File: src/rtl/uart_tx_buffered.sv
// Buffered 8N1 UART transmitter: byte FIFO drained back-to-back by a serializer
// running at clk_freq/BAUD_RATE, with a sticky overflow flag and a drain interrupt.
module uart_tx_buffered #(
  parameter int unsigned BAUD_RATE    = 115200,
  parameter int unsigned DEPTH        = 8,
  parameter logic [7:0]  INT_CLR_ADDR = 8'd253
) (
  input  logic                       clk,
  input  logic                       reset,
  input  logic                       tx_en,
  input  logic                       wr_en,
  input  logic [7:0]                 wr_data,
  input  logic [7:0]                 access_addr,
  input  logic                       reg_w_en,
  input  logic [31:0]                clk_freq,
  output logic                       tx,
  output logic                       busy,
  output logic                       full,
  output logic                       empty,
  output logic [$clog2(DEPTH):0]     level,
  output logic                       overflow,
  output logic                       int_req
);

  localparam int unsigned AW = $clog2(DEPTH);
  localparam int unsigned LW = AW + 1;

  typedef enum logic [1:0] {IDLE, START, DATA, STOP} state_t;

  state_t        state, state_nxt;
  logic [31:0]   n_div, n_bit, baud_cnt;
  logic [2:0]    bit_idx;
  logic [7:0]    shift_reg, shift_nxt;
  logic [7:0]    mem [DEPTH];
  logic [AW-1:0] wr_ptr, rd_ptr;
  logic [LW-1:0] level_r, level_nxt;
  logic          full_r, empty_r, overflow_r, int_req_r, tx_r;
  logic          push, pop, bit_done, tx_nxt, clr_hit, drain_done;

  // A zero quotient (clock slower than the baud rate) still advances one bit per cycle.
  assign n_div    = clk_freq / BAUD_RATE;
  assign n_bit    = (n_div == 32'd0) ? 32'd1 : n_div;
  assign bit_done = (baud_cnt >= n_bit - 32'd1);

  assign push       = wr_en && !full_r;
  assign clr_hit    = reg_w_en && (access_addr == INT_CLR_ADDR);
  assign drain_done = (state == STOP) && bit_done && empty_r && !push;

  // NOTE: every variable assigned in an always_comb gets a default first, so no latch is inferred.
  always_comb begin
    state_nxt = state;
    pop       = 1'b0;
    case (state)
      IDLE:  if (tx_en && !empty_r) begin
               pop       = 1'b1;
               state_nxt = START;
             end
      START: if (bit_done) state_nxt = DATA;
      DATA:  if (bit_done && bit_idx == 3'd7) state_nxt = STOP;
      STOP:  if (bit_done) begin
               if (tx_en && !empty_r) begin
                 pop       = 1'b1;
                 state_nxt = START;
               end else begin
                 state_nxt = IDLE;
               end
             end
      default: state_nxt = IDLE;
    endcase
  end

  // tx is computed from the next state so the register changes on the same edge as the state.
  always_comb begin
    shift_nxt = shift_reg;
    tx_nxt    = 1'b1;
    if (pop)
      shift_nxt = mem[rd_ptr];
    else if (state == DATA && bit_done)
      shift_nxt = {1'b0, shift_reg[7:1]};
    case (state_nxt)
      START:   tx_nxt = 1'b0;
      DATA:    tx_nxt = shift_nxt[0];
      default: tx_nxt = 1'b1;
    endcase
  end

  // NOTE: sequential state uses non-blocking assignments so every register samples pre-edge values.
  always_ff @(negedge clk) begin
    if (reset) begin
      state     <= IDLE;
      baud_cnt  <= '0;
      bit_idx   <= '0;
      shift_reg <= '0;
      tx_r      <= 1'b1;
    end else begin
      state     <= state_nxt;
      shift_reg <= shift_nxt;
      tx_r      <= tx_nxt;
      if (state == IDLE || bit_done)
        baud_cnt <= '0;
      else
        baud_cnt <= baud_cnt + 32'd1;
      if (state != DATA)
        bit_idx <= '0;
      else if (bit_done)
        bit_idx <= bit_idx + 3'd1;
    end
  end

  // NOTE: the FIFO storage has no reset; only the pointers and occupancy define valid contents.
  always_ff @(negedge clk) begin
    if (push) mem[wr_ptr] <= wr_data;
  end

  always_comb begin
    level_nxt = level_r + LW'(push) - LW'(pop);
  end

  always_ff @(negedge clk) begin
    if (reset) begin
      wr_ptr  <= '0;
      rd_ptr  <= '0;
      level_r <= '0;
      full_r  <= 1'b0;
      empty_r <= 1'b1;
    end else begin
      if (push) wr_ptr <= wr_ptr + AW'(1);
      if (pop)  rd_ptr <= rd_ptr + AW'(1);
      level_r <= level_nxt;
      full_r  <= (level_nxt == LW'(DEPTH));
      empty_r <= (level_nxt == '0);
    end
  end

  // Set has priority over a coincident clear write.
  always_ff @(negedge clk) begin
    if (reset) begin
      overflow_r <= 1'b0;
      int_req_r  <= 1'b0;
    end else begin
      if (wr_en && full_r) overflow_r <= 1'b1;
      else if (clr_hit)    overflow_r <= 1'b0;
      if (drain_done)      int_req_r  <= 1'b1;
      else if (clr_hit)    int_req_r  <= 1'b0;
    end
  end

  assign tx       = tx_r;
  assign busy     = (state != IDLE);
  assign full     = full_r;
  assign empty    = empty_r;
  assign level    = level_r;
  assign overflow = overflow_r;
  assign int_req  = int_req_r;

endmodule
File: config.mk
export PLATFORM = sky130hd
export DESIGN_NAME = uart_tx_buffered
export DESIGN_NICKNAME = d
export VERILOG_FILES = /design/src/rtl/uart_tx_buffered.sv
export SDC_FILE = /design/constraint.sdc
export NUM_CORES = 1
export LEC_CHECK = 0
export CAP_MARGIN = 20
export CORE_ASPECT_RATIO = 0.7
export CORE_MARGIN = 1
export CORE_UTILIZATION = 25
export DETAILED_ROUTE_END_ITERATION = 7
export GPL_ROUTABILITY_DRIVEN = 1
export PLACE_DENSITY = 0.5
export SYNTH_ARGS = -nofsm -noshare
export SYNTH_HDL_FRONTEND = slang
export SYNTH_SLANG_ARGS = --single-unit
File: constraint.sdc
create_clock -name clk -period 49.6 [get_ports clk]
set_input_delay 9.92 -clock clk [delete_from_list [all_inputs] [get_ports clk]]
set_output_delay 9.92 -clock clk [all_outputs]
set_load 0.02 [all_outputs]
; ---- Word-level counts from Yosys, hierarchy flattened
; Memories as Yosys holds them, arrays and structs flattened. A register that Yosys moved wholly into a read port is not among the register bits.
; Cells that the tools add are included.
[word_totals]
ram_bits = 64
wordCells = 74
inputBits = 53
register_bits = 60
n_memories = 1
output_inout_bits = 10
[classes]
magnitude_cmp = 1
n_addsub = 7
n_mux = 20
reduce_logical = 22
div_mod_pow = 1
eq_ne = 9
[memory_table]
columns = name, depth, word_bits, rd, rd_ports_with_merged_regs, write_ports, line_no
row1 = mem, 8, 8, 1, 1, 1, 34  ; logic [7:0] mem [DEPTH];
[op_table]
columns = op, n
row1 = "adder 32 x 1 -> 32 bit, second input constant", 1
row2 = "divider 32 x 17 -> 32 bit, second input constant", 1
row3 = greater-or-equal comparator 32 bit, 1
row4 = logical NOT 32 bit, 1
row5 = 2-to-1 mux 32 bit, 1
row6 = "subtractor 32 x 1 -> 32 bit, second input constant", 1
row7 = 2-to-1 mux 8 bit, 2
row8 = "adder 3 x 1 -> 3 bit, second input constant", 3
row9 = logical AND 1 bit, 9
row10 = "== test 8 bit, second input constant", 1
row11 = 2-to-1 mux 1 bit, 8
row12 = 2-to-1 mux 2 bit, 4
row13 = case mux 2 bit (4 select lines), 1
row14 = nonzero test 2 bit, 4
row15 = "== test 2 bit, second input constant", 3
row16 = 2-to-1 mux 3 bit, 2
row17 = adder 4 x 1 -> 4 bit, 1
row18 = "== test 2 x 1 -> 1 bit, second input constant", 2
row19 = "== test 4 bit, second input constant", 1
row20 = logical NOT 4 bit, 1
row21 = case mux 1 bit (2 select lines), 2
row22 = OR reduction 2 bit, 2
row23 = subtractor 4 x 1 -> 4 bit, 1
row24 = "== test 3 bit, second input constant", 1
row25 = 4 further kinds, 6

; ---- Longest topological paths before layout
; Gate-level depths: netlist of run 1.
[depth]
ltp_word = 10
mapped_depth = 77
depth_no_buf = 72

==> impl_results.html, run 1 <==
<table>
<tr><th>Metric</th><th>Value</th></tr>
<tr><th colspan="2">Critical path</th></tr>
<tr><td>Largest fanout on the critical path</td><td>6</td></tr>
<tr><td>Highest-delay cell along the critical path</td><td>o41a_1</td></tr>
<tr><td>Endpoint kind of the worst setup timing path</td><td>flop</td></tr>
<tr><td>Slowest cell delay on critical path</td><td>0.52 ns</td></tr>
<tr><td>Data arrival time of the worst path</td><td>25.05 ns</td></tr>
<tr><td>Crit-path most repeated cell</td><td>buf_6</td></tr>
<tr><td>Critical Path Source Type</td><td>input pin</td></tr>
<tr><td>Data required time of the critical path</td><td>25.18 ns</td></tr>
<tr><td>Critical path start-end classification</td><td>input pin to flop</td></tr>
<tr><th colspan="2">Routing</th></tr>
<tr><td>TritonRoute pass-1 iters</td><td>7</td></tr>
<tr><td>Detailed Route WL</td><td>34900 um</td></tr>
<tr><td>Drt first-iter violations</td><td>roughly 590</td></tr>
<tr><td>Routed via count</td><td>11600</td></tr>
<tr><td>Number of nets with antenna violations after detailed routing</td><td>0</td></tr>
<tr><td>Remaining design rule violation count</td><td>0</td></tr>
<tr><td>Average detailed-routed wire length per instance</td><td>around 15 um</td></tr>
<tr><td>Vias/cell</td><td>roughly 5</td></tr>
<tr><th colspan="2">Cells and area</th></tr>
<tr><td>Filler Cells Inserted</td><td>between 4000 and 5000</td></tr>
<tr><td>Max reg flops</td><td>between 60 and 70</td></tr>
<tr><td>Layout cell share with drive strength beyond 1</td><td>39.2%</td></tr>
<tr><td>Area growth, synth to finish</td><td>62.1%</td></tr>
<tr><td>Number of nets in the finished design</td><td>about 1900</td></tr>
<tr><td>Diode count</td><td>0</td></tr>
<tr><td>Register area</td><td>between 0.003 and 0.004 mm^2</td></tr>
<tr><td>Area occupied by multi-input gates</td><td>0.00846 mm^2</td></tr>
<tr><td>Utilization of the core after routing</td><td>41.7%</td></tr>
<tr><td>Final std cells w/o fill</td><td>2358</td></tr>
<tr><td>Fin area</td><td>0.0173 mm^2</td></tr>
<tr><th colspan="2">Clock tree</th></tr>
<tr><td>Number of hold buffers added after CTS</td><td>0</td></tr>
<tr><td>Buffer type at the clock tree root</td><td>clkbuf_16</td></tr>
<tr><td>Cts bufs inserted</td><td>17</td></tr>
<tr><td>Worst-skew pair later-pin latency</td><td>between 0.4 and 0.5 ns</td></tr>
<tr><td>H-Tree Level Count</td><td>4</td></tr>
<tr><td>Max Buffers Root-to-Sink</td><td>2</td></tr>
<tr><td>Count of clock tree sinks</td><td>127</td></tr>
<tr><td>Worst-path clk slew</td><td>about 0.030 ns</td></tr>
<tr><td>CTS tree</td><td>done</td></tr>
<tr><th colspan="2">GRT</th></tr>
<tr><td>Antenna violations before repair</td><td>0</td></tr>
<tr><td>Aggregate global-route resource usage</td><td>between 10% and 20%</td></tr>
<tr><td>Total overflow reported by the global router</td><td>0</td></tr>
<tr><td>Number of global-route vias before repair</td><td>11700</td></tr>
<tr><td>Global-route wire length before repair</td><td>56000 um</td></tr>
<tr><td>Largest net degree at the start of global routing</td><td>32</td></tr>
<tr><th colspan="2">Synthesis</th></tr>
<tr><td>Share of the synthesized area in the top cell type</td><td>18.0%</td></tr>
<tr><td>Post-synth EDFFs</td><td>64</td></tr>
<tr><td>Biggest area consumer among synthesized cells</td><td>edfxtp_1</td></tr>
<tr><td>Synthesis warning total</td><td>0</td></tr>
<tr><td>Mean cell area of the mapped netlist</td><td>8.84 um^2</td></tr>
<tr><td>Most instantiated library cell after synthesis</td><td>nor2_1</td></tr>
<tr><td>Fraction of registers with async set/reset</td><td>0%</td></tr>
<tr><td>Synth top cells by count</td><td>nor2_1, nand2_1, edfxtp_1, dfxtp_1, a21oi_1</td></tr>
<tr><td>Post-Synthesis Cells</td><td>1210</td></tr>
<tr><td>Area contributors post-synth</td><td>edfxtp_1, dfxtp_1, ha_1</td></tr>
<tr><td>Number of register bits inferred by synthesis</td><td>127</td></tr>
<tr><td>Count of distinct cell types in the synthesized netlist</td><td>116</td></tr>
<tr><td>Most frequently used flop master after synthesis</td><td>edfxtp_1</td></tr>
<tr><td>Sequential fraction of the synthesis area</td><td>29.8%</td></tr>
<tr><td>Area of the mapped netlist</td><td>0.0107 mm^2</td></tr>
<tr><th colspan="2">Timing</th></tr>
<tr><td>Final-report max-slew violation count</td><td>0</td></tr>
<tr><td>Final Hold Fails</td><td>0</td></tr>
<tr><td>Number of setup violations in the final report</td><td>0</td></tr>
<tr><td>Measured slew at the worst slew-check pin</td><td>0.999 ns</td></tr>
<tr><td>Remaining max-slew budget at the tightest pin</td><td>33.1%</td></tr>
<tr><td>Maximum clock skew at final layout</td><td>0.0201 ns</td></tr>
<tr><td>RSZ-0062 raised after global routing</td><td>yes</td></tr>
<tr><th colspan="2">Die</th></tr>
<tr><td>Height of the die</td><td>175 um</td></tr>
<tr><td>Die Outline Area</td><td>approximately 0.044 mm^2</td></tr>
<tr><td>Initial Utilization</td><td>25.7%</td></tr>
<tr><td>Horizontal die dimension</td><td>249 um</td></tr>
<tr><td>Cell row count</td><td>62</td></tr>
<tr><td>I/O pin count</td><td>63</td></tr>
<tr><td>Placeable Area</td><td>0.0416 mm^2</td></tr>
<tr><th colspan="2">Placement</th></tr>
<tr><td>IO Port Bufs</td><td>53</td></tr>
<tr><td>Placer congestion estimate</td><td>a little under 0.9</td></tr>
<tr><td>Area of placed instances</td><td>0.0148 mm^2</td></tr>
<tr><td>Estimated wirelength of the detail-placed design</td><td>25900 um</td></tr>
<tr><td>Post-Place Cells</td><td>2145</td></tr>
<tr><th colspan="2">Outcome</th></tr>
<tr><td>Run status</td><td>completed</td></tr>
<tr><th colspan="2">Min path</th></tr>
<tr><td>HP Class</td><td>flop to flop</td></tr>
<tr><th colspan="2">Flow run</th></tr>
<tr><td>Max-cap violations</td><td>0</td></tr>
</table>
## final timing paths
check,endpoint,startpoint,cells after the start,slack [ns]
max,empty,clk_freq[26],83,0.13
max reg2reg,empty,baud_cnt[0],36,44.39
min reg2reg,baud_cnt[0],baud_cnt[0],1,0.47
min,baud_cnt[0],baud_cnt[0],1,0.47
## stage by stage
step / hold WS (ns) / setup slack, ns / setup TNS (ns)
after detailed placement: 0.472 / -1.28 / -18.39
after floorplan: 0.437 / -0.0235 / -0.0451
after global placement: 0.464 / -1.13 / -11.05
final: 0.473 / 0.132 / 0
after CTS: 0.479 / 0.00101 / 0
after global routing: 0.488 / -0.555 / -2.27
## metal layers
metal	GRT usage [%]	vias up	part of all wire (%)
li1	-	5844	-
met1	21.8	5548	51
met2	23.5	229	45
met3	3.62	26	3.7
met4	4.89	0	0.80
met5	0	-	0
## cell usage in the layout (no fill, tap or decap), types with 10 or more instances in the layout
master	n
nor3_1	23
and3_1	12
o21ai_0	32
mux2i_1	12
and2_1	12
nand4_1	29
inv_1	157
xnor2_1	32
a21o_1	11
a21oi_2	12
a211oi_1	14
a21oi_1	42
clkbuf_16	17
mux4_2	16
xor2_1	35
nor2_1	130
dfxtp_1	63
o211ai_1	22
buf_6	29
nand3_1	42
nor3_2	10
xnor2_2	12
nand2b_1	21
o21ai_1	10
edfxtp_1	64
ha_1	45
buf_4	398
nand2_1	96
clkdlybuf4s50_1	44
o21ai_2	11
nor2b_1	20
## repair_timing
action,in CTS,in global routing
endpoints found under the hold margin,0,0
pin swaps,57,108
gates resized for setup,91,165
setup endpoints to repair,21,27
buffers inserted,23,34
## critical path, delay by kind of cell
family / cells / cell delay, ns
buffers and inverters: 14 / 1.86
adder cells (fa/ha/maj): 5 / 1.33
AO/OA/AOI/OAI: 39 / 8.27
XOR/XNOR: 3 / 0.55
multiplexers: 2 / 0.62
AND/OR/NAND/NOR: 20 / 2.46
## area by class of cell
cell class | instances | area share (%)
multi-input cells | 1015 | 48.8
flip-flops and latches | 127 | 18.4
clock inverters | 142 | 3.50
well taps | 544 | 3.93
inverters | 34 | 0.751
clock buffers | 17 | 2.45
repair buffers | 479 | 22.2
## logic make-up (layout without fill, tap and decap cells)
family                   Yosys count  after routing  share of synthesized area, %
AO/OA/AOI/OAI                    342            342                          24.9
AND/OR/NAND/NOR                  488            488                          23.1
other                              1              7                        0.0351
flip-flops                       127            127                          29.8
multiplexers                      44             44                          6.28
XOR/XNOR                          82             82                          6.93
adder cells (fa/ha/maj)           52             52                          6.11
buffers and inverters             74            672                          2.83
Power of run 1 is not shown: default switching activity piles up to over one toggle a cycle in this logic, so the estimate is an artifact.
==> inputs of run 2 (changes only) <==
--- a/config.mk
+++ b/config.mk
@@ -12,6 +12,7 @@
 export DETAILED_ROUTE_END_ITERATION = 7
 export GPL_ROUTABILITY_DRIVEN = 1
 export PLACE_DENSITY = 0.5
+export RECOVER_POWER = 100
 export SYNTH_ARGS = -nofsm -noshare
 export SYNTH_HDL_FRONTEND = slang
 export SYNTH_SLANG_ARGS = --single-unit
==> run 2 against run 1 <==
Effect of this change:
- the run now ends with capacitance limit, slew limit left
- die area stayed put
- setup slack improved by 0.0065 ns
- sequential share of layout area barely moved
- register-to-register slack about the same
- final cell count did not move
- clock skew shrank 0.00058 ns
- largest cell class unchanged
- count of clock-buffer cells in the layout did not move
- first-iteration DRC count down 0.34%
==> impl_results.html, run 2 (synthesis gave the netlist of run 1 again) <==
<table>
<tr><th>Metric</th><th>Value</th></tr>
<tr><th colspan="2">Die</th></tr>
<tr><td>Height of the die</td><td>175 um (unchanged)</td></tr>
<tr><td>Placeable Area</td><td>0.0416 mm^2 (unchanged)</td></tr>
<tr><td>Cell row count</td><td>62 (unchanged)</td></tr>
<tr><td>Initial Utilization</td><td>25.7% (unchanged)</td></tr>
<tr><td>I/O pin count</td><td>63 (unchanged)</td></tr>
<tr><td>Die Outline Area</td><td>0.0436 mm^2 (unchanged)</td></tr>
<tr><td>Horizontal die dimension</td><td>249 um (unchanged)</td></tr>
<tr><th colspan="2">Critical path</th></tr>
<tr><td>Worst Path Buf+Inv</td><td>14 (unchanged)</td></tr>
<tr><td>Data arrival time of the worst path</td><td>25.04 ns (was 25.05 ns)</td></tr>
<tr><td>Slowest cell delay on critical path</td><td>0.51 ns (was 0.52 ns)</td></tr>
<tr><td>Highest-delay cell along the critical path</td><td>o41a_1 (unchanged)</td></tr>
<tr><td>Critical Path Source Type</td><td>input pin (unchanged)</td></tr>
<tr><td>Critical path depth in cells</td><td>83 (unchanged)</td></tr>
<tr><td>Worst setup startpoint</td><td>clk_freq[26] (unchanged)</td></tr>
<tr><td>R2R Path Start</td><td>baud_cnt[0] (unchanged)</td></tr>
<tr><td>Worst path top cell family by delay</td><td>compound AO/OA/AOI/OAI gates (unchanged)</td></tr>
<tr><td>Depth of the worst register-to-register path</td><td>36 (unchanged)</td></tr>
<tr><td>Data required time of the critical path</td><td>25.18 ns (about the same)</td></tr>
<tr><td>Critical path start-end classification</td><td>input pin to flop (unchanged)</td></tr>
<tr><td>Crit-path most repeated cell</td><td>buf_6 (unchanged)</td></tr>
<tr><td>Largest fanout on the critical path</td><td>6 (unchanged)</td></tr>
<tr><td>Endpoint kind of the worst setup timing path</td><td>flop (unchanged)</td></tr>
<tr><th colspan="2">Routing</th></tr>
<tr><td>Number of nets with antenna violations after detailed routing</td><td>0 (unchanged)</td></tr>
<tr><td>Detailed Route WL</td><td>34900 um (about the same)</td></tr>
<tr><td>TritonRoute pass-1 iters</td><td>7 (unchanged)</td></tr>
<tr><td>Drt first-iter violations</td><td>583 (was 585)</td></tr>
<tr><td>Average detailed-routed wire length per instance</td><td>14.8 um (about the same)</td></tr>
<tr><td>Remaining design rule violation count</td><td>0 (unchanged)</td></tr>
<tr><td>Vias/cell</td><td>4.95 (was 4.94)</td></tr>
<tr><td>Routed via count</td><td>11700 (was 11600)</td></tr>
<tr><th colspan="2">Clock tree</th></tr>
<tr><td>Worst-skew pair later-pin latency</td><td>0.46 ns (about the same)</td></tr>
<tr><td>Buffer type at the clock tree root</td><td>clkbuf_16 (unchanged)</td></tr>
<tr><td>H-Tree Level Count</td><td>4 (unchanged)</td></tr>
<tr><td>Cts bufs inserted</td><td>17 (unchanged)</td></tr>
<tr><td>CTS tree</td><td>done (unchanged)</td></tr>
<tr><td>Count of clock tree sinks</td><td>127 (unchanged)</td></tr>
<tr><td>Max Buffers Root-to-Sink</td><td>2 (unchanged)</td></tr>
<tr><td>Number of hold buffers added after CTS</td><td>0 (unchanged)</td></tr>
<tr><td>Worst-path clk slew</td><td>0.05 ns (was 0.03 ns)</td></tr>
<tr><th colspan="2">Flow run</th></tr>
<tr><td>Max-cap violations</td><td>2 (was 0)</td></tr>
<tr><th colspan="2">Timing</th></tr>
<tr><td>Setup Total Neg Slack</td><td>0 ns (unchanged)</td></tr>
<tr><td>Maximum clock skew at final layout</td><td>0.0195 ns (was 0.0201 ns)</td></tr>
<tr><td>RSZ-0062 raised after global routing</td><td>yes (unchanged)</td></tr>
<tr><td>Remaining max-slew budget at the tightest pin</td><td>-3.33% (was 33.1%)</td></tr>
<tr><td>Final-report max-slew violation count</td><td>10 (was 0)</td></tr>
<tr><td>Final Hold Fails</td><td>0 (unchanged)</td></tr>
<tr><td>Number of setup violations in the final report</td><td>0 (unchanged)</td></tr>
<tr><td>Min setup slack post-route</td><td>0.139 ns (was 0.132 ns)</td></tr>
<tr><td>Measured slew at the worst slew-check pin</td><td>1.54 ns (was 0.999 ns)</td></tr>
<tr><th colspan="2">Cells and area</th></tr>
<tr><td>Commonest cells after routing, fill and taps aside</td><td>buf_4, inv_1, nor2_1 (unchanged)</td></tr>
<tr><td>Number of nets in the finished design</td><td>1904 (unchanged)</td></tr>
<tr><td>Area growth, synth to finish</td><td>62.0% (was 62.1%)</td></tr>
<tr><td>Max reg flops</td><td>64 (unchanged)</td></tr>
<tr><td>Diode count</td><td>0 (unchanged)</td></tr>
<tr><td>Fin area</td><td>0.0173 mm^2 (about the same)</td></tr>
<tr><td>Layout cell share with drive strength beyond 1</td><td>39.1% (was 39.2%)</td></tr>
<tr><td>Filler Cells Inserted</td><td>4087 (was 4085)</td></tr>
<tr><td>Final std cells w/o fill</td><td>2358 (unchanged)</td></tr>
<tr><td>Most common cell after layout, fill and taps aside</td><td>buf_4 (unchanged)</td></tr>
<tr><th colspan="2">Outcome</th></tr>
<tr><td>Violations in the final reports</td><td>capacitance limit, slew limit</td></tr>
<tr><td>Run status</td><td>complete, but fails checks (was completed)</td></tr>
<tr><th colspan="2">Min path</th></tr>
<tr><td>HP Class</td><td>flop to flop (unchanged)</td></tr>
<tr><td>Hold path cells</td><td>2 (was 1)</td></tr>
<tr><td>Hold Path Origin</td><td>shift_reg[5] (was baud_cnt[0])</td></tr>
<tr><th colspan="2">GRT</th></tr>
<tr><td>Largest net degree at the start of global routing</td><td>32 (unchanged)</td></tr>
<tr><td>Total overflow reported by the global router</td><td>0 (unchanged)</td></tr>
<tr><td>Antenna violations before repair</td><td>0 (unchanged)</td></tr>
<tr><td>Aggregate global-route resource usage</td><td>15.6% (unchanged)</td></tr>
<tr><td>Number of global-route vias before repair</td><td>11700 (unchanged)</td></tr>
<tr><td>Global-route wire length before repair</td><td>56000 um (unchanged)</td></tr>
<tr><th colspan="2">Placement</th></tr>
<tr><td>Post-Place Setup Slack</td><td>-1.28 ns (unchanged)</td></tr>
<tr><td>Area of placed instances</td><td>0.0148 mm^2 (unchanged)</td></tr>
<tr><td>Post-Place Cells</td><td>2145 (unchanged)</td></tr>
<tr><td>Placer congestion estimate</td><td>0.878 (unchanged)</td></tr>
<tr><td>Estimated wirelength of the detail-placed design</td><td>25900 um (unchanged)</td></tr>
<tr><td>IO Port Bufs</td><td>53 (unchanged)</td></tr>
</table>
-- run 2: final cells by class --
type / instances / area [um^2] / area share [%]
Inverter: 34 / 130 / 0.751
Tap cell: 544 / 681 / 3.93
Clock inverter: 142 / 607 / 3.50
Clock buffer: 17 / 425 / 2.46
Sequential cell: 127 / 3180 / 18.4
Timing Repair Buffer: 479 / 3840 / 22.2
Multi-Input combinational cell: 1015 / 8450 / 48.8
-- run 2: per-layer routing --
layer / routed length (um) / vias up / track usage (%) / share of wire, %
li1: - / 5843 / - / -
met1: 17600 / 5573 / 21.8 / 51
met2: 15700 / 226 / 23.5 / 45
met3: 1310 / 25 / 3.62 / 3.8
met4: 270 / 0 / 4.89 / 0.77
met5: 0 / - / 0 / 0
-- run 2: timing repair --
item / CTS / global route
pin swaps: 57 / 108
setup endpoints to repair: 21 / 27
buffers inserted: 23 / 34
gates resized for setup: 91 / 165
-- run 2: worst reg2reg max path, delay by kind of cell (launching register included) --
kind | cells | cell delay, ns
simple gates | 13 | 1.09
fa+ha+maj | 4 | 1.07
buf+inv | 4 | 0.34
xor+xnor | 1 | 0.17
flops | 1 | 0.37
compound gates | 14 | 2.09
-- run 2: worst paths after layout --
kind	endpoint	slack (ns)
worst min register to register	shift_reg[4]	0.47
worst min-delay path	shift_reg[4]	0.47
worst max-delay path	empty	0.14
worst max register to register	empty	44.39
-- run 2: through the flow --
stage,utilization (%),hold WS [ns]
2_1_floorplan,-,0.437
3_3_place_gp,35.6,0.464
3_5_place_dp,35.6,0.472
4_1_cts,39.4,0.479
5_1_grt,41.7,0.488
6_report,41.7,0.466
Power of run 2 is left out for the same reason.
==> inputs of run 3 (changes only) <==
--- a/config.mk
+++ b/config.mk
@@ -6,13 +6,17 @@
 export NUM_CORES = 1
 export LEC_CHECK = 0
 export CAP_MARGIN = 20
+export CELL_PAD_IN_SITES_DETAIL_PLACEMENT = 1
+export CELL_PAD_IN_SITES_GLOBAL_PLACEMENT = 1
 export CORE_ASPECT_RATIO = 0.7
 export CORE_MARGIN = 1
 export CORE_UTILIZATION = 25
 export DETAILED_ROUTE_END_ITERATION = 7
 export GPL_ROUTABILITY_DRIVEN = 1
-export PLACE_DENSITY = 0.5
+export GPL_TIMING_DRIVEN = 0
+export PLACE_DENSITY = 0.59
 export RECOVER_POWER = 100
+export SETUP_SLACK_MARGIN = 0.05
 export SYNTH_ARGS = -nofsm -noshare
 export SYNTH_HDL_FRONTEND = slang
 export SYNTH_SLANG_ARGS = --single-unit
==> run 3 against run 2 <==
Effect of this change:
- the flow finishes with violations (capacitance limit, slew limit, setup timing)
- final area decreased by 7.7%
- critical path type unchanged
- sequential share of layout area is 1.5 points higher
- first-iteration DRC count down 11%
- utilization shrank 3.2 points
- critical endpoint unchanged
- via count down 3.0%
- hold slack gained 0.013 ns
==> impl_results.html, run 3 (synthesis gave the netlist of run 1 again) <==
<table>
<tr><th>Metric</th><th>Value</th></tr>
<tr><th colspan="2">Min path</th></tr>
<tr><td>HP Class</td><td>flop to flop (unchanged)</td></tr>
<tr><th colspan="2">Critical path</th></tr>
<tr><td>Data required time of the critical path</td><td>25.18 ns (about the same)</td></tr>
<tr><td>Crit-path most repeated cell</td><td>buf_6 (unchanged)</td></tr>
<tr><td>Critical Path Source Type</td><td>input pin (unchanged)</td></tr>
<tr><td>Critical path start-end classification</td><td>input pin to flop (unchanged)</td></tr>
<tr><td>Endpoint kind of the worst setup timing path</td><td>flop (unchanged)</td></tr>
<tr><td>Data arrival time of the worst path</td><td>25.20 ns (was 25.04 ns)</td></tr>
<tr><td>Largest fanout on the critical path</td><td>7 (was 6)</td></tr>
<tr><td>Highest-delay cell along the critical path</td><td>or4_4 (was o41a_1)</td></tr>
<tr><td>Slowest cell delay on critical path</td><td>0.54 ns (was 0.51 ns)</td></tr>
<tr><th colspan="2">Cells and area</th></tr>
<tr><td>Commonest cells after routing, fill and taps aside</td><td>buf_4, inv_1, nor2_1 (unchanged)</td></tr>
<tr><td>Utilization of the core after routing</td><td>38.5% (was 41.7%)</td></tr>
<tr><td>Max reg flops</td><td>64 (unchanged)</td></tr>
<tr><td>Most common cell after layout, fill and taps aside</td><td>buf_4 (unchanged)</td></tr>
<tr><td>Area growth, synth to finish</td><td>49.5% (was 62.0%)</td></tr>
<tr><td>Number of nets in the finished design</td><td>1684 (was 1904)</td></tr>
<tr><td>Layout cell share with drive strength beyond 1</td><td>32.2% (was 39.1%)</td></tr>
<tr><td>Diode count</td><td>0 (unchanged)</td></tr>
<tr><th colspan="2">Clock tree</th></tr>
<tr><td>CTS tree</td><td>done (unchanged)</td></tr>
<tr><td>Max Buffers Root-to-Sink</td><td>2 (unchanged)</td></tr>
<tr><td>Worst-path clk slew</td><td>0.04 ns (was 0.05 ns)</td></tr>
<tr><td>H-Tree Level Count</td><td>4 (unchanged)</td></tr>
<tr><td>Worst-skew pair later-pin latency</td><td>0.47 ns (was 0.46 ns)</td></tr>
<tr><td>Count of clock tree sinks</td><td>127 (unchanged)</td></tr>
<tr><td>Buffer type at the clock tree root</td><td>clkbuf_16 (unchanged)</td></tr>
<tr><td>Cts bufs inserted</td><td>17 (unchanged)</td></tr>
<tr><th colspan="2">Die</th></tr>
<tr><td>Placeable Area</td><td>0.0416 mm^2 (unchanged)</td></tr>
<tr><td>I/O pin count</td><td>63 (unchanged)</td></tr>
<tr><td>Cell row count</td><td>62 (unchanged)</td></tr>
<tr><td>Initial Utilization</td><td>25.7% (unchanged)</td></tr>
<tr><td>Die Outline Area</td><td>0.0436 mm^2 (unchanged)</td></tr>
<tr><td>Horizontal die dimension</td><td>249 um (unchanged)</td></tr>
<tr><td>Height of the die</td><td>175 um (unchanged)</td></tr>
<tr><th colspan="2">Outcome</th></tr>
<tr><td>Violations in the final reports</td><td>capacitance limit, slew limit, setup timing (was capacitance limit, slew limit)</td></tr>
<tr><td>Run status</td><td>complete, but fails checks (unchanged)</td></tr>
<tr><th colspan="2">GRT</th></tr>
<tr><td>Number of global-route vias before repair</td><td>11800 (was 11700)</td></tr>
<tr><td>Antenna violations before repair</td><td>0 (unchanged)</td></tr>
<tr><td>Largest net degree at the start of global routing</td><td>17 (was 32)</td></tr>
<tr><td>Aggregate global-route resource usage</td><td>16.9% (was 15.6%)</td></tr>
<tr><td>Global-route wire length before repair</td><td>60800 um (was 56000 um)</td></tr>
<tr><td>Total overflow reported by the global router</td><td>0 (unchanged)</td></tr>
<tr><th colspan="2">Timing</th></tr>
<tr><td>Final Hold Fails</td><td>0 (unchanged)</td></tr>
<tr><td>Remaining max-slew budget at the tightest pin</td><td>-14.5% (was -3.33%)</td></tr>
<tr><td>Maximum clock skew at final layout</td><td>0.0320 ns (was 0.0195 ns)</td></tr>
<tr><td>Measured slew at the worst slew-check pin</td><td>1.70 ns (was 1.54 ns)</td></tr>
<tr><td>Number of setup violations in the final report</td><td>1 (was 0)</td></tr>
<tr><td>Min setup slack post-route</td><td>-0.0209 ns (was 0.139 ns)</td></tr>
<tr><td>Final-report max-slew violation count</td><td>9 (was 10)</td></tr>
<tr><td>RSZ-0062 raised after global routing</td><td>yes (unchanged)</td></tr>
<tr><th colspan="2">Routing</th></tr>
<tr><td>Routed via count</td><td>11300 (was 11700)</td></tr>
<tr><td>TritonRoute pass-1 iters</td><td>5 (was 7)</td></tr>
<tr><td>Drt first-iter violations</td><td>518 (was 583)</td></tr>
<tr><td>Detailed Route WL</td><td>38300 um (was 34900 um)</td></tr>
<tr><td>Remaining design rule violation count</td><td>0 (unchanged)</td></tr>
<tr><td>Average detailed-routed wire length per instance</td><td>17.9 um (was 14.8 um)</td></tr>
<tr><td>Vias/cell</td><td>5.29 (was 4.95)</td></tr>
<tr><td>Number of nets with antenna violations after detailed routing</td><td>0 (unchanged)</td></tr>
<tr><th colspan="2">Flow run</th></tr>
<tr><td>Max-cap violations</td><td>1 (was 2)</td></tr>
<tr><th colspan="2">Placement</th></tr>
<tr><td>Placer congestion estimate</td><td>0.843 (was 0.878)</td></tr>
<tr><td>IO Port Bufs</td><td>46 (was 53)</td></tr>
<tr><td>Estimated wirelength of the detail-placed design</td><td>25000 um (was 25900 um)</td></tr>
</table>
run 3: cell count changes in the layout (fill, tap and decap cells not counted), moves of 5 or more:
cell | previous run | this run
buf_2 | 1 | 8
buf_4 | 398 | 162
clkbuf_1 | 0 | 19
clkdlybuf4s50_1 | 24 | 19
buf_6 | 29 | 16
run 3: final timing paths:
check	startpoint	endpoint	slack, ns	depth (start not counted)
worst min register to register	rd_ptr[1]	rd_ptr[1]	0.48	2
worst max register to register	baud_cnt[0]	empty	44.43	35
worst min-delay path	rd_ptr[1]	rd_ptr[1]	0.48	2
worst max-delay path	clk_freq[25]	empty	-0.02	79
run 3: through the flow:
stage                     worst slack [ns]  TNS (ns)  hold WS (ns)  instance area [um^2]  std cells
after floorplan                    -0.0235   -0.0451         0.437                 10900       1216
after global placement               -4.33   -175.77         0.471                 12100       1806
after detailed placement             -4.27   -172.19         0.481                 12100       1809
after CTS                           0.0273         0         0.486                 15200       2085
after global routing                -0.858     -8.98         0.511                 16000       2138
final                              -0.0209   -0.0209         0.479                 16000       2138
run 3: final cells by class:
type	instances	area (um^2)
tap	544	681
multi-input combinational	1015	8840
sequential	127	3180
inverter	34	131
timing repair buffer	221	1830
clock inverter	142	656
fill	4817	25600
buffer	38	243
clock buffer	17	425
run 3: metal layers:
metal	GRT usage, %	vias to the layer above	wire length (um)
li1	-	5383	-
met2	26.5	220	17900
met5	0	-	0
met4	4.96	0	318
met3	3.58	33	1420
met1	23.2	5676	18600
run 3: critical path, delay by kind of cell:
family	cells	cell delay, ns
AOI/OAI and AO/OA	39	8.86
and+or+nand+nor	20	2.82
adders and majority gates	5	1.25
buffers and inverters	9	1.00
xor gates and xnor gates	4	0.67
muxes	2	0.65
run 3: repair_timing:
action                                  CTS  global route
endpoints found under the hold margin     0             0
hold buffers                              0             0
pin swaps                                84            76
endpoints found under the setup margin   59            59
gates resized for setup                 214           114
setup buffers                           119            52
Power of run 3 is left out for the same reason.
